**src/rtl/qed_pkg.sv**
```systemverilog
// rtl/qed_pkg.sv - opcode constants, QED bit positions and sequencer state type
package qed_pkg;

    localparam logic [6:0] OP_ALU_R = 7'b0110011;
    localparam logic [6:0] OP_ALU_I = 7'b0010011;
    localparam logic [6:0] OP_LOAD  = 7'b0000011;
    localparam logic [6:0] OP_STORE = 7'b0100011;
    localparam logic [6:0] OP_NOP   = 7'h7F;

    // Duplicates live in x16-x31 and in memory words at 1024 and above
    localparam int QED_REG_BIT = 4;
    localparam int QED_MEM_BIT = 30;

    typedef enum logic {ORIG, DUP} qed_state_t;

endpackage

```
**src/rtl/qed_dup_xform.sv**
```systemverilog
// rtl/qed_dup_xform.sv - combinational map from an original instruction to its EDDI-V duplicate
module qed_dup_xform
    import qed_pkg::*;
(
    input  logic [31:0] orig,
    output logic [31:0] dup
);

    // rd at [11:7], rs1 at [19:15], rs2 at [24:20]; rs1 of LW/SW is x0 and stays x0
    always_comb begin
        dup = orig;
        case (orig[6:0])
            OP_ALU_R: begin
                dup[7 + QED_REG_BIT]  = 1'b1;
                dup[15 + QED_REG_BIT] = 1'b1;
                dup[20 + QED_REG_BIT] = 1'b1;
            end
            OP_ALU_I: begin
                dup[7 + QED_REG_BIT]  = 1'b1;
                dup[15 + QED_REG_BIT] = 1'b1;
            end
            OP_LOAD: begin
                dup[7 + QED_REG_BIT] = 1'b1;
                dup[QED_MEM_BIT]     = 1'b1;
            end
            OP_STORE: begin
                dup[20 + QED_REG_BIT] = 1'b1;
                dup[QED_MEM_BIT]      = 1'b1;
            end
            default: ;
        endcase
    end

endmodule

```
**src/rtl/qed_dup_sequencer.sv**
```systemverilog
// rtl/qed_dup_sequencer.sv - buffers QED originals and replays them as duplicates; QED_ASSERT_EN adds checks
module qed_dup_sequencer
    import qed_pkg::*;
#(
    parameter int DEPTH = 8
) (
    input  logic                     clk,
    input  logic                     rst,
    input  logic                     ena,
    input  logic                     exec_dup,
    input  logic [31:0]              ifu_inst,
    input  logic                     ifu_valid,
    input  logic                     stall,
    output logic                     ifu_ready,
    output logic [31:0]              qed_inst,
    output logic                     qed_valid,
    output logic                     dup_phase,
    output logic [$clog2(DEPTH):0]   q_count
);

    localparam int AW = $clog2(DEPTH);
    localparam int CW = AW + 1;

    qed_state_t     state, state_next;
    logic [31:0]    mem [DEPTH];
    logic [AW-1:0]  wr_ptr, rd_ptr;
    logic [31:0]    dup_inst;
    logic [31:0]    out_inst;
    logic           out_valid;
    logic [CW-1:0]  count_next;
    logic           is_nop, push, pop, flush;

    qed_dup_xform u_xform (
        .orig (mem[rd_ptr]),
        .dup  (dup_inst)
    );

    always_comb begin
        ifu_ready  = !stall && (state == ORIG || !ena);
        is_nop     = (ifu_inst[6:0] == OP_NOP);
        push       = 1'b0;
        pop        = 1'b0;
        flush      = !ena;
        state_next = state;
        count_next = q_count;
        out_inst   = qed_inst;
        out_valid  = qed_valid;
        if (!ena) begin
            // Pass-through mode; the flush applies even while stalled
            state_next = ORIG;
            count_next = '0;
            if (!stall) begin
                out_inst  = ifu_inst;
                out_valid = ifu_valid && !is_nop;
            end
        end else if (!stall) begin
            case (state)
                ORIG: begin
                    if (ifu_valid && !is_nop) begin
                        push      = 1'b1;
                        out_inst  = ifu_inst;
                        out_valid = 1'b1;
                    end else begin
                        out_valid = 1'b0;
                    end
                    count_next = q_count + CW'(push);
                    if ((push && count_next == CW'(DEPTH)) || (exec_dup && count_next != '0))
                        state_next = DUP;
                end
                DUP: begin
                    if (q_count != '0) begin
                        pop        = 1'b1;
                        out_inst   = dup_inst;
                        out_valid  = 1'b1;
                        count_next = q_count - 1'b1;
                        if (count_next == '0)
                            state_next = ORIG;
                    end else begin
                        out_valid  = 1'b0;
                        state_next = ORIG;
                    end
                end
                default: state_next = ORIG;
            endcase
        end
    end

    always_ff @(posedge clk or posedge rst) begin
        if (rst) begin
            state     <= ORIG;
            q_count   <= '0;
            wr_ptr    <= '0;
            rd_ptr    <= '0;
            qed_inst  <= 32'h0;
            qed_valid <= 1'b0;
            dup_phase <= 1'b0;
        end else begin
            state     <= state_next;
            q_count   <= count_next;
            qed_inst  <= out_inst;
            qed_valid <= out_valid;
            dup_phase <= (state == DUP);
            if (flush) begin
                wr_ptr <= '0;
                rd_ptr <= '0;
            end else begin
                if (push) wr_ptr <= wr_ptr + 1'b1;
                if (pop)  rd_ptr <= rd_ptr + 1'b1;
            end
        end
    end

    always_ff @(posedge clk) begin
        if (push) mem[wr_ptr] <= ifu_inst;
    end

`ifdef QED_ASSERT_EN
    always @(posedge clk) begin
        if (!rst) begin
            assert (q_count <= CW'(DEPTH));
            assert (!(pop && q_count == '0));
            if (pop && (dup_inst[6:0] == OP_ALU_R || dup_inst[6:0] == OP_ALU_I ||
                        dup_inst[6:0] == OP_LOAD))
                assert (dup_inst[7 + QED_REG_BIT]);
            if (pop && (dup_inst[6:0] == OP_LOAD || dup_inst[6:0] == OP_STORE))
                assert (dup_inst[QED_MEM_BIT]);
        end
    end
`else
`endif

endmodule
```
**config.mk**
```make
export PLATFORM = sky130hd
export DESIGN_NAME = qed_dup_sequencer
export DESIGN_NICKNAME = d
export VERILOG_FILES = /design/src/rtl/qed_pkg.sv /design/src/rtl/qed_dup_xform.sv /design/src/rtl/qed_dup_sequencer.sv
export SDC_FILE = /design/constraint.sdc
export NUM_CORES = 1
export LEC_CHECK = 0
export CAP_MARGIN = 20
export CORE_ASPECT_RATIO = 0.8
export CORE_MARGIN = 2
export CORE_UTILIZATION = 32
export CTS_CLUSTER_DIAMETER = 200
export DETAILED_ROUTE_END_ITERATION = 6
export PLACE_DENSITY = 0.54
export SYNTH_ARGS = -nofsm -noshare
export SYNTH_HDL_FRONTEND = slang
export SYNTH_SLANG_ARGS = --single-unit
```
**constraint.sdc**
```tcl
create_clock -name clk -period 9.4 [get_ports clk]
set_clock_uncertainty 0.05 [all_clocks]
set_input_delay 1.88 -clock clk [delete_from_list [all_inputs] [get_ports clk]]
set_output_delay 1.88 -clock clk [all_outputs]
set_load 0.01 [all_outputs]
```
Yosys cells after proc, flatten, opt, wreduce, memory -nomap -nowiden
Memories as Yosys holds them, arrays and structs flattened.
Index checks and enable logic that the tools add are counted.
{"block": "totals", "out_inout_bits": 39, "n_memories": 1, "reg_bits": 45, "word_cells": 84, "ram_bits": 256}
{"block": "op_classes", "bitwise": 2, "add_sub_neg": 4, "reduce_logical": 18, "n_mux": 41, "eq_ne": 11}
{"name": "mem", "words": 8, "word_bits": 32, "read_ports": 1, "rd_clocked_by_memory_dff": 0, "write_ports": 1, "line": "qed_dup_sequencer.sv:25", "rtl": "logic [31:0] mem [DEPTH];"}
{"op": "32-bit 2-to-1 mux", "count": 5}
{"op": "32-bit case mux with 2 select lines", "count": 1}
{"op": "1-bit 2-to-1 mux", "count": 25}
{"op": "7-bit by 6-bit equality test with 1-bit output (second input constant)", "count": 2}
{"op": "3-bit 2-to-1 mux", "count": 4}
{"op": "4-bit 2-to-1 mux", "count": 3}
{"op": "4-bit case mux with 2 select lines", "count": 1}
{"op": "4-bit nonzero test", "count": 2}
{"op": "7-bit by 2-bit equality test with 1-bit output (second input constant)", "count": 1}
{"op": "7-bit by 5-bit equality test with 1-bit output (second input constant)", "count": 1}
{"op": "7-bit equality test (second input constant)", "count": 1}
{"op": "3-bit by 1-bit adder with 3-bit output (second input constant)", "count": 2}
{"op": "3-bit by 2-bit inequality test with 1-bit output (second input constant)", "count": 2}
{"op": "2-bit OR reduction", "count": 3}
{"op": "4-bit by 1-bit adder with 4-bit output", "count": 1}
{"op": "4-bit equality test (second input constant)", "count": 1}
{"op": "1-bit logical AND", "count": 4}
{"op": "4-bit logical NOT", "count": 1}
{"op": "2-bit by 1-bit inequality test with 1-bit output (second input constant)", "count": 2}
{"op": "1-bit case mux with 2 select lines", "count": 2}
{"op": "4-bit by 1-bit subtractor with 4-bit output (second input constant)", "count": 1}
{"op": "1-bit logical NOT", "count": 3}
{"op": "3-bit AND reduction", "count": 1}
{"op": "3-bit OR reduction", "count": 1}
{"op": "4 further kinds", "count": 6}

Depth between registers and ports, before layout
Gate-level depths: netlist of the first run.
{"block": "depth", "ltp_word": 15, "ltp_mapped": 10}

Cells and area by module
Synthesis of the first run repeated with hierarchy kept, for this count alone.
{"block": "hier_totals", "hier_cells": 620, "area_unflattened_um2": 12493.2}
{"module": "qed_dup_sequencer", "instances": 1, "area_per_inst_um2": 12225.5, "cells_per_inst": 584}
{"module": "qed_dup_xform", "instances": 1, "area_per_inst_um2": 267.8, "cells_per_inst": 36}

Worst setup path before layout of the first run
Ideal clock, no wire load.
{"block": "synth_timing", "path_type": "input to register", "start": "in stall", "end": "mem mem[0][0] (enable)", "arrival_ns": 5.075, "t_required_ns": 8.882, "path_slack_ns": 3.807, "path_stages": 5, "cell_sequence": "clkbuf_1 nor2_1 nand2_1 nor3b_1 nor3b_1"}
{"block": "synth_via", "elab_chain_len": 4}
{"item": "from (decl)", "line": "qed_dup_sequencer.sv:13", "rtl": "input logic stall,"}
{"item": "1-bit 2-to-1 mux", "line": "qed_dup_sequencer.sv:56", "rtl": "end else if (!stall) begin"}
{"item": "1-bit 2-to-1 mux", "line": "qed_dup_sequencer.sv:48", "rtl": "if (!ena) begin"}
{"item": "1-bit 2-to-1 mux", "line": "qed_dup_sequencer.sv:114", "rtl": "if (push) mem[wr_ptr] <= ifu_inst;"}
{"item": "1-bit 2-to-1 mux (implied by the code)", "line": "qed_dup_sequencer.sv:114"}
{"item": "to (decl)", "line": "qed_dup_sequencer.sv:25"}
No other way between the ends.

Worst setup path in the final report of the first run
{"block": "layout_timing", "start": "in ena", "end": "out ifu_ready"}
{"block": "layout_via", "elab_chain_len": 3}
{"item": "from (decl)", "line": "qed_dup_sequencer.sv:9", "rtl": "input logic ena,"}
{"item": "1-bit logical NOT"}
{"item": "1-bit logical OR", "line": "qed_dup_sequencer.sv:39", "rtl": "ifu_ready = !stall && (state == ORIG || !ena);"}
{"item": "1-bit logical AND", "line": "qed_dup_sequencer.sv:39"}
{"item": "to (decl)", "line": "qed_dup_sequencer.sv:14", "rtl": "output logic ifu_ready,"}
No other way between the ends.

==> results of run 1 <==
[flip-flops by register name, indices dropped and copies added, names as in the netlist]
name,cells
qed_valid,1
rd_ptr,3
dup_phase,1
wr_ptr,3
qed_inst,32
state,1
q_count,4
mem,256
[worst max-delay path, stage by stage]
cell	delay, ns
sky130_fd_sc_hd__clkdlybuf4s50_1	0.79
sky130_fd_sc_hd__and2_1	0.56
sky130_fd_sc_hd__nor2_1	0.09
sky130_fd_sc_hd__clkdlybuf4s50_1	0.50
[synthesized netlist by cell type (8+ instances only)]
library cell / count
sky130_fd_sc_hd__buf_2: 15
sky130_fd_sc_hd__o21ai_1: 30
sky130_fd_sc_hd__dfrtp_1: 45
sky130_fd_sc_hd__a21oi_1: 30
sky130_fd_sc_hd__nor2_1: 34
sky130_fd_sc_hd__nand2_1: 39
sky130_fd_sc_hd__clkbuf_1: 19
sky130_fd_sc_hd__nor3_1: 8
sky130_fd_sc_hd__mux2i_1: 29
sky130_fd_sc_hd__mux4_2: 60
sky130_fd_sc_hd__edfxtp_1: 256
[power by group through the flow]
| stage | logic [mW] | registers [mW] | clock network, mW |
|---|---|---|---|
| final | 0.219 | 1.51 | 1.15 |
| after global routing | 0.242 | 1.52 | 1.23 |
| after CTS | 0.224 | 1.51 | 1.18 |
| after detailed placement | 0.223 | 1.54 | 0 |
| after global placement | 0.222 | 1.54 | 0 |
| after floorplan | 0.0969 | 1.55 | 0 |
[area by class of cell]
| class | instances | area (um2) | share of cell area (%) |
|---|---|---|---|
| Inverter | 9 | 33.8 | 0.236 |
| Clock inverter | 18 | 158 | 1.10 |
| Tap cell | 487 | 609 | 4.26 |
| Multi-Input combinational cell | 307 | 3020 | 21.1 |
| Sequential cell | 301 | 8820 | 61.7 |
| Timing Repair Buffer | 89 | 871 | 6.09 |
| Clock buffer | 38 | 781 | 5.46 |
[path summary, 6_finish.rpt]
check                                       from  slack, ns  cells after the start                     to
setup / recovery                             ena       3.65                      4              ifu_ready
hold / removal             qed_valid$_DFFE_PP0N_       0.42                      2  qed_valid$_DFFE_PP0N_
setup reg to reg               state$_DFFE_PP0P_       6.27                      5   mem[0][20]$_DFFE_PP_
hold reg to reg            qed_valid$_DFFE_PP0N_       0.42                      2  qed_valid$_DFFE_PP0N_
max in group asynchronous                    rst       6.96                      3  rd_ptr[0]$_DFFE_PP0P_
min in group asynchronous                    rst       1.80                      3  qed_valid$_DFFE_PP0N_
[per-stage QoR]
stage	hold WS (ns)	setup slack [ns]	area [um2]
2_1_floorplan	0.302	3.81	12000
3_3_place_gp	0.416	3.63	13300
3_5_place_dp	0.412	3.60	13400
4_1_cts	0.428	3.62	14300
5_1_grt	0.452	3.53	14300
6_report	0.422	3.65	14300
[layer usage]
metal | GRT usage [%] | up-vias
met5 | 0 | -
met4 | 3.10 | 0
met3 | 1.98 | 32
met2 | 20.1 | 136
met1 | 19.3 | 3114
li1 | - | 2765
[kinds of logic (layout without fill, tap and decap cells)]
group,after synthesis,after routing,synth area share (%)
xor gates and xnor gates,7,7,0.511
DFF,301,301,73.5
buffers and inverters,46,154,1.75
adders and majority gates,7,7,0.730
AOI/OAI and AO/OA,79,79,3.74
muxes,98,98,15.1
and+or+nand+nor,116,116,4.69
==> results_tabular.tex, run 1 <==
\begin{tabular}{lr}
\hline
Metric & Value \\
\hline
\multicolumn{2}{l}{\textbf{Timing}} \\
\quad Number of hold-slack violations in the final timing report & 0 \\
\quad Fraction of the cycle the final worst path needs & 61.1\% \\
\quad Final setup vio count & 0 \\
\quad Worst-margin pin slew & 1.05 ns \\
\quad RSZ-0062 raised after global routing & false \\
\quad Clock period minus final worst setup slack & 5.75 ns \\
\quad F\_max & 174 MHz \\
\quad Total negative slack & 0 ns \\
\quad Max-slew headroom at the worst pin & 30.1\% \\
\quad Pins Over Slew Limit & 0 \\
\multicolumn{2}{l}{\textbf{Drt}} \\
\quad Post-detailed-routing wire length & 25100 um \\
\quad Antenna violation net count after detailed routing & 0 \\
\quad Met3 WL post-DR & 1330 um \\
\quad Drt via density & 4.84 \\
\quad Vias & 6047 \\
\quad Iter 0 DRT Violations & 440 \\
\quad Routed wire length on met2 & 11500 um \\
\quad Count of TritonRoute iterations in the first routing pass & 6 \\
\quad Routed met1 length & 11800 um \\
\quad Top layer in use & met4 \\
\quad Average wire per cell in the routed design & 20.1 um \\
\quad Drt drc & 0 \\
\multicolumn{2}{l}{\textbf{Power and ir drop}} \\
\quad Net switching power & 0.637 mW \\
\quad Leakage dissipation & 4.58 nW \\
\quad Sequential cell fraction of total power & 52.5\% \\
\quad IR drop worst, VDD & 0.123 mV \\
\quad Pwr dens & 201 nW/um2 \\
\quad Clock power share & 39.9\% \\
\quad Tot Pwr & 2.88 mW \\
\quad Relative contribution of combinational cells to total power & 7.6\% \\
\quad Sw Ratio & 22.1\% \\
\quad P\_int & 2.24 mW \\
\multicolumn{2}{l}{\textbf{Synth}} \\
\quad Sequential element share of the synthesized area & 73.5\% \\
\quad Fraction of registers with async set/reset & 15.0\% \\
\quad Dominant register cell in the synthesized netlist & sky130\_fd\_sc\_hd\_\_edfxtp\_1 \\
\quad Leading area contributor after synthesis & sky130\_fd\_sc\_hd\_\_edfxtp\_1 \\
\quad Avg Inst Size Synth & 18.3 um2 \\
\quad Warnings, synthesis & 0 \\
\quad Share of the synthesized area in the top cell type & 64.1\% \\
\quad \#FFs+latches synth & 301 \\
\quad Number of instances in the synthesized netlist & 654 \\
\quad Most area-consuming cells after synthesis & sky130\_fd\_sc\_hd\_\_edfxtp\_1 (64\%), sky130\_fd\_sc\_hd\_\_mux4\_2 (11\%), sky130\_fd\_sc\_hd\_\_dfrtp\_1 (9.4\%), sky130\_fd\_sc\_hd\_\_mux2i\_1 (2.4\%), sky130\_fd\_sc\_hd\_\_a21oi\_1 (1.3\%) \\
\quad Number of distinct standard cells referenced by the synthesized netlist & 44 \\
\quad Number of flops mapped to enable cells by yosys & 256 \\
\quad Synth Net Count & 699 \\
\quad Synth Cell Area & 12000 um2 \\
\multicolumn{2}{l}{\textbf{Layout}} \\
\quad Area growth from synthesis to layout & 19.2\% \\
\quad Most common library cell in the layout ignoring fill and taps & sky130\_fd\_sc\_hd\_\_edfxtp\_1 \\
\quad Non-filler instance count after layout & 1249 \\
\quad Inserted Diodes & 0 \\
\quad Post-layout util & 38.7\% \\
\quad Fill count & 3345 \\
\quad Share of cells above drive strength 1 & 17.8\% \\
\quad Net count, final & 783 \\
\quad Most frequent cells in the layout & sky130\_fd\_sc\_hd\_\_edfxtp\_1 (256), sky130\_fd\_sc\_hd\_\_clkdlybuf4s50\_1 (76), sky130\_fd\_sc\_hd\_\_mux4\_2 (60) \\
\multicolumn{2}{l}{\textbf{Clock network}} \\
\quad Maximum buffer depth of the clock tree & 3 \\
\quad TritonCTS clock tree & yes \\
\quad CTS H-tree lvls & 1 \\
\quad Worst-Skew Late Latency & 0.55 ns \\
\quad Clock transition at the registers of the reported paths & 0.06 ns \\
\quad Post-CTS sizing & 0 \\
\quad Clock tree root buffer cell & sky130\_fd\_sc\_hd\_\_clkbuf\_16 \\
\quad Clock Sink Count & 301 \\
\quad Number of hold buffers added after cts & 0 \\
\quad Total CTS buffers & 30 \\
\quad Buffers inserted during post-CTS setup optimization & 0 \\
\multicolumn{2}{l}{\textbf{Die}} \\
\quad Ports & 77 \\
\quad Die Width & 220 um \\
\quad Die height & 177 um \\
\quad Number of rows created at floorplan & 63 \\
\quad Overall die area & 39100 um2 \\
\quad Placeable Area & 37000 um2 \\
\quad Initial core utilization & 32.4\% \\
\multicolumn{2}{l}{\textbf{Global routing}} \\
\quad Number of global-route vias before repair & 6138 \\
\quad Combined global-route utilization of all metal layers & 13.0\% \\
\quad GRT Residual Overflow & 0 \\
\quad Pin count of the biggest net entering global routing & 66 \\
\quad Global-route wire length before repair & 38200 um \\
\quad Antenna violations before repair & 0 \\
\multicolumn{2}{l}{\textbf{Min path}} \\
\quad Hold/Removal Path Class & register to register \\
\multicolumn{2}{l}{\textbf{Critical path}} \\
\quad Type of destination of the critical path & primary output \\
\quad WP data required & 7.47 ns \\
\quad Arrival @ worst endpoint & 3.82 ns \\
\quad Critical path peak fanout & 16 \\
\quad Crit path launch type & input port \\
\quad WS Path Type & input port to primary output \\
\multicolumn{2}{l}{\textbf{Placement}} \\
\quad Detail Placement HPWL & 13800 um \\
\quad Port-buffer cells & 76 \\
\quad Gp weighted congestion & 0.740 \\
\quad Dpl cells & 1193 \\
\multicolumn{2}{l}{\textbf{Status}} \\
\quad Run status & finished, final reports clean \\
\multicolumn{2}{l}{\textbf{Run}} \\
\quad Max-capacitance violation count & 0 \\
\hline
\end{tabular}
(Power assumes the default switching activity.)
==> inputs of run 2 (changes only) <==
clock period = 5.4 ns   (was 9.4 ns; I/O delays follow)
==> results_tabular.tex, run 2 (synthesis gave the netlist of run 1 again) <==
\begin{tabular}{lr}
\hline
Metric & Value \\
\hline
\multicolumn{2}{l}{\textbf{Drt}} \\
\quad Drt drc & 0 \\
\quad Iter 0 DRT Violations & 394 \\
\quad Count of TritonRoute iterations in the first routing pass & 4 \\
\quad Antenna violation net count after detailed routing & 0 \\
\quad Post-detailed-routing wire length & 24900 um \\
\quad Drt via density & 4.75 \\
\quad Vias & 5960 \\
\quad Average wire per cell in the routed design & 19.8 um \\
\multicolumn{2}{l}{\textbf{Timing}} \\
\quad Worst-margin pin slew & 0.976 ns \\
\quad RSZ-0062 raised after global routing & false \\
\quad Fraction of the cycle the final worst path needs & 76.8\% \\
\quad Final setup vio count & 0 \\
\quad Max-slew headroom at the worst pin & 35.0\% \\
\quad Clock period minus final worst setup slack & 4.15 ns \\
\quad Pins Over Slew Limit & 0 \\
\quad Total negative slack & 0 ns \\
\quad Number of hold-slack violations in the final timing report & 0 \\
\quad Worst path setup slack after routing & 1.25 ns \\
\quad F\_max & 241 MHz \\
\multicolumn{2}{l}{\textbf{Power and ir drop}} \\
\quad Pwr dens & 350 nW/um2 \\
\quad Tot Pwr & 5.01 mW \\
\quad Leakage dissipation & 4.60 nW \\
\quad IR drop worst, VDD & 0.199 mV \\
\multicolumn{2}{l}{\textbf{Layout}} \\
\quad Largest registers & mem x256, qed\_inst x32, q\_count x4 \\
\quad Share of cells above drive strength 1 & 18.9\% \\
\quad Most common library cell in the layout ignoring fill and taps & sky130\_fd\_sc\_hd\_\_edfxtp\_1 \\
\quad Flip-flop count of the largest register, all copies and words added & 256 \\
\quad Net count, final & 789 \\
\quad Area growth from synthesis to layout & 19.5\% \\
\quad Top reg by flops & mem \\
\quad Most frequent cells in the layout & sky130\_fd\_sc\_hd\_\_edfxtp\_1 (256), sky130\_fd\_sc\_hd\_\_clkdlybuf4s50\_1 (76), sky130\_fd\_sc\_hd\_\_mux4\_2 (60) \\
\multicolumn{2}{l}{\textbf{Min path}} \\
\quad Hold/Removal Path Class & register to register \\
\quad Min-delay src & qed\_inst[13]\$\_DFFE\_PP0P\_ \\
\quad Hold Path Sink & qed\_inst[13]\$\_DFFE\_PP0P\_ \\
\quad Hold Path Stages & 2 \\
\multicolumn{2}{l}{\textbf{Global routing}} \\
\quad Pin count of the biggest net entering global routing & 43 \\
\quad Antenna violations before repair & 0 \\
\quad Combined global-route utilization of all metal layers & 13.1\% \\
\quad Global-route wire length before repair & 38400 um \\
\quad Number of global-route vias before repair & 6142 \\
\quad GRT Residual Overflow & 0 \\
\multicolumn{2}{l}{\textbf{Critical path}} \\
\quad Worst R2R Path Depth & 8 \\
\quad Dominant cell type by count on the critical path & sky130\_fd\_sc\_hd\_\_clkdlybuf4s50\_1 \\
\quad Critical path's largest stage delay & 0.77 ns \\
\quad R2R Path Start & q\_count[0]\$\_DFFE\_PP0P\_ \\
\quad Cell family with most CP delay & buffers and inverters \\
\quad Series of cell instances along the critical path & clkdlybuf4s50\_1, and2\_1, nor2\_1, clkdlybuf4s50\_1 \\
\quad Worst reg2reg setup slack & 2.51 ns \\
\quad Crit path launch type & input port \\
\quad Arrival @ worst endpoint & 3.02 ns \\
\quad Standard cell with the maximum stage delay on the critical path & sky130\_fd\_sc\_hd\_\_clkdlybuf4s50\_1 \\
\quad Endpoint of the lowest-slack register-to-register path & qed\_inst[24]\$\_DFFE\_PP0P\_ \\
\quad Number of buffer and inverter instances along the worst setup path & 2 \\
\quad Critical path peak fanout & 16 \\
\quad WP data required & 4.27 ns \\
\quad Type of destination of the critical path & primary output \\
\quad WS Path Type & input port to primary output \\
\multicolumn{2}{l}{\textbf{Die}} \\
\quad Placeable Area & 37000 um2 \\
\quad Number of rows created at floorplan & 63 \\
\quad Die height & 177 um \\
\quad Die Width & 220 um \\
\quad Initial core utilization & 32.4\% \\
\quad Overall die area & 39100 um2 \\
\quad Ports & 77 \\
\multicolumn{2}{l}{\textbf{Placement}} \\
\quad Pre-CTS WS & 1.24 ns \\
\quad Gp weighted congestion & 0.747 \\
\quad Port-buffer cells & 76 \\
\quad Detail Placement HPWL & 14500 um \\
\multicolumn{2}{l}{\textbf{Clock network}} \\
\quad Worst-Skew Late Latency & 0.56 ns \\
\quad CTS H-tree lvls & 1 \\
\quad Clock tree root buffer cell & sky130\_fd\_sc\_hd\_\_clkbuf\_16 \\
\quad Clock transition at the registers of the reported paths & 0.06 ns \\
\quad Number of hold buffers added after cts & 0 \\
\quad TritonCTS clock tree & yes \\
\quad Buffers inserted during post-CTS setup optimization & 0 \\
\quad Maximum buffer depth of the clock tree & 3 \\
\quad Post-CTS sizing & 0 \\
\quad Total CTS buffers & 30 \\
\quad Clock Sink Count & 301 \\
\multicolumn{2}{l}{\textbf{Run}} \\
\quad Max-capacitance violation count & 0 \\
\multicolumn{2}{l}{\textbf{Status}} \\
\quad Run status & finished, final reports clean \\
\hline
\end{tabular}
==> run 2: per-stage QoR <==
stage,cell area (um2),instances,util [%],hold WS (ns)
floorplan,12000,654,-,0.302
global placement,13400,1199,36.2,0.420
detailed placement,13400,1199,36.2,0.427
CTS,14300,1255,38.8,0.441
global route,14300,1255,38.8,0.457
finish,14300,1256,38.8,0.430
==> run 2: worst reg2reg max path: cells and delay by family, from the launching register on <==
| family | cells | cell delay, ns |
|---|---|---|
| AO/OA/AOI/OAI | 4 | 0.95 |
| adder cells (fa/ha/maj) | 1 | 0.18 |
| buffers and inverters | 2 | 0.63 |
| flip-flops | 1 | 0.48 |
| AND/OR/NAND/NOR | 1 | 0.49 |
==> run 2: routing by layer <==
metal  GRT usage, %  part of all wire (%)
met4           2.63                   1.6
met1           19.0                    48
met5              0                     0
met2           20.5                    46
met3           2.54                   4.5
==> run 2: area by class of cell <==
type / instances / area, um2
Fill cell: 3367 / 22600
Sequential cell: 301 / 8820
Multi-Input combinational cell: 307 / 3020
Timing Repair Buffer: 95 / 903
Clock buffer: 38 / 781
Tap cell: 487 / 609
Clock inverter: 18 / 159
Inverter: 9 / 33.8
Antenna cell: 1 / 2.50
==> run 2: report_power, final <==
| part | internal, mW | switching, mW | total (mW) |
|---|---|---|---|
| Clock | 1.12 | 0.873 | 2.00 |
| Sequential | 2.59 | 0.0472 | 2.64 |
| Combinational | 0.191 | 0.189 | 0.380 |
==> run 2: worst max-delay path by stage <==
stage | start | to | cells past startpoint | slack (ns)
final | ena | ifu_ready | 4 | 1.25
after global routing | ena | ifu_ready | 4 | 1.15
after CTS | ena | ifu_ready | 4 | 1.24
after detailed placement | ena | ifu_ready | 4 | 1.24
after global placement | ena | ifu_ready | 4 | 1.24
after floorplan | stall | mem[0][0]$_DFFE_PP_ | 5 | 0.61
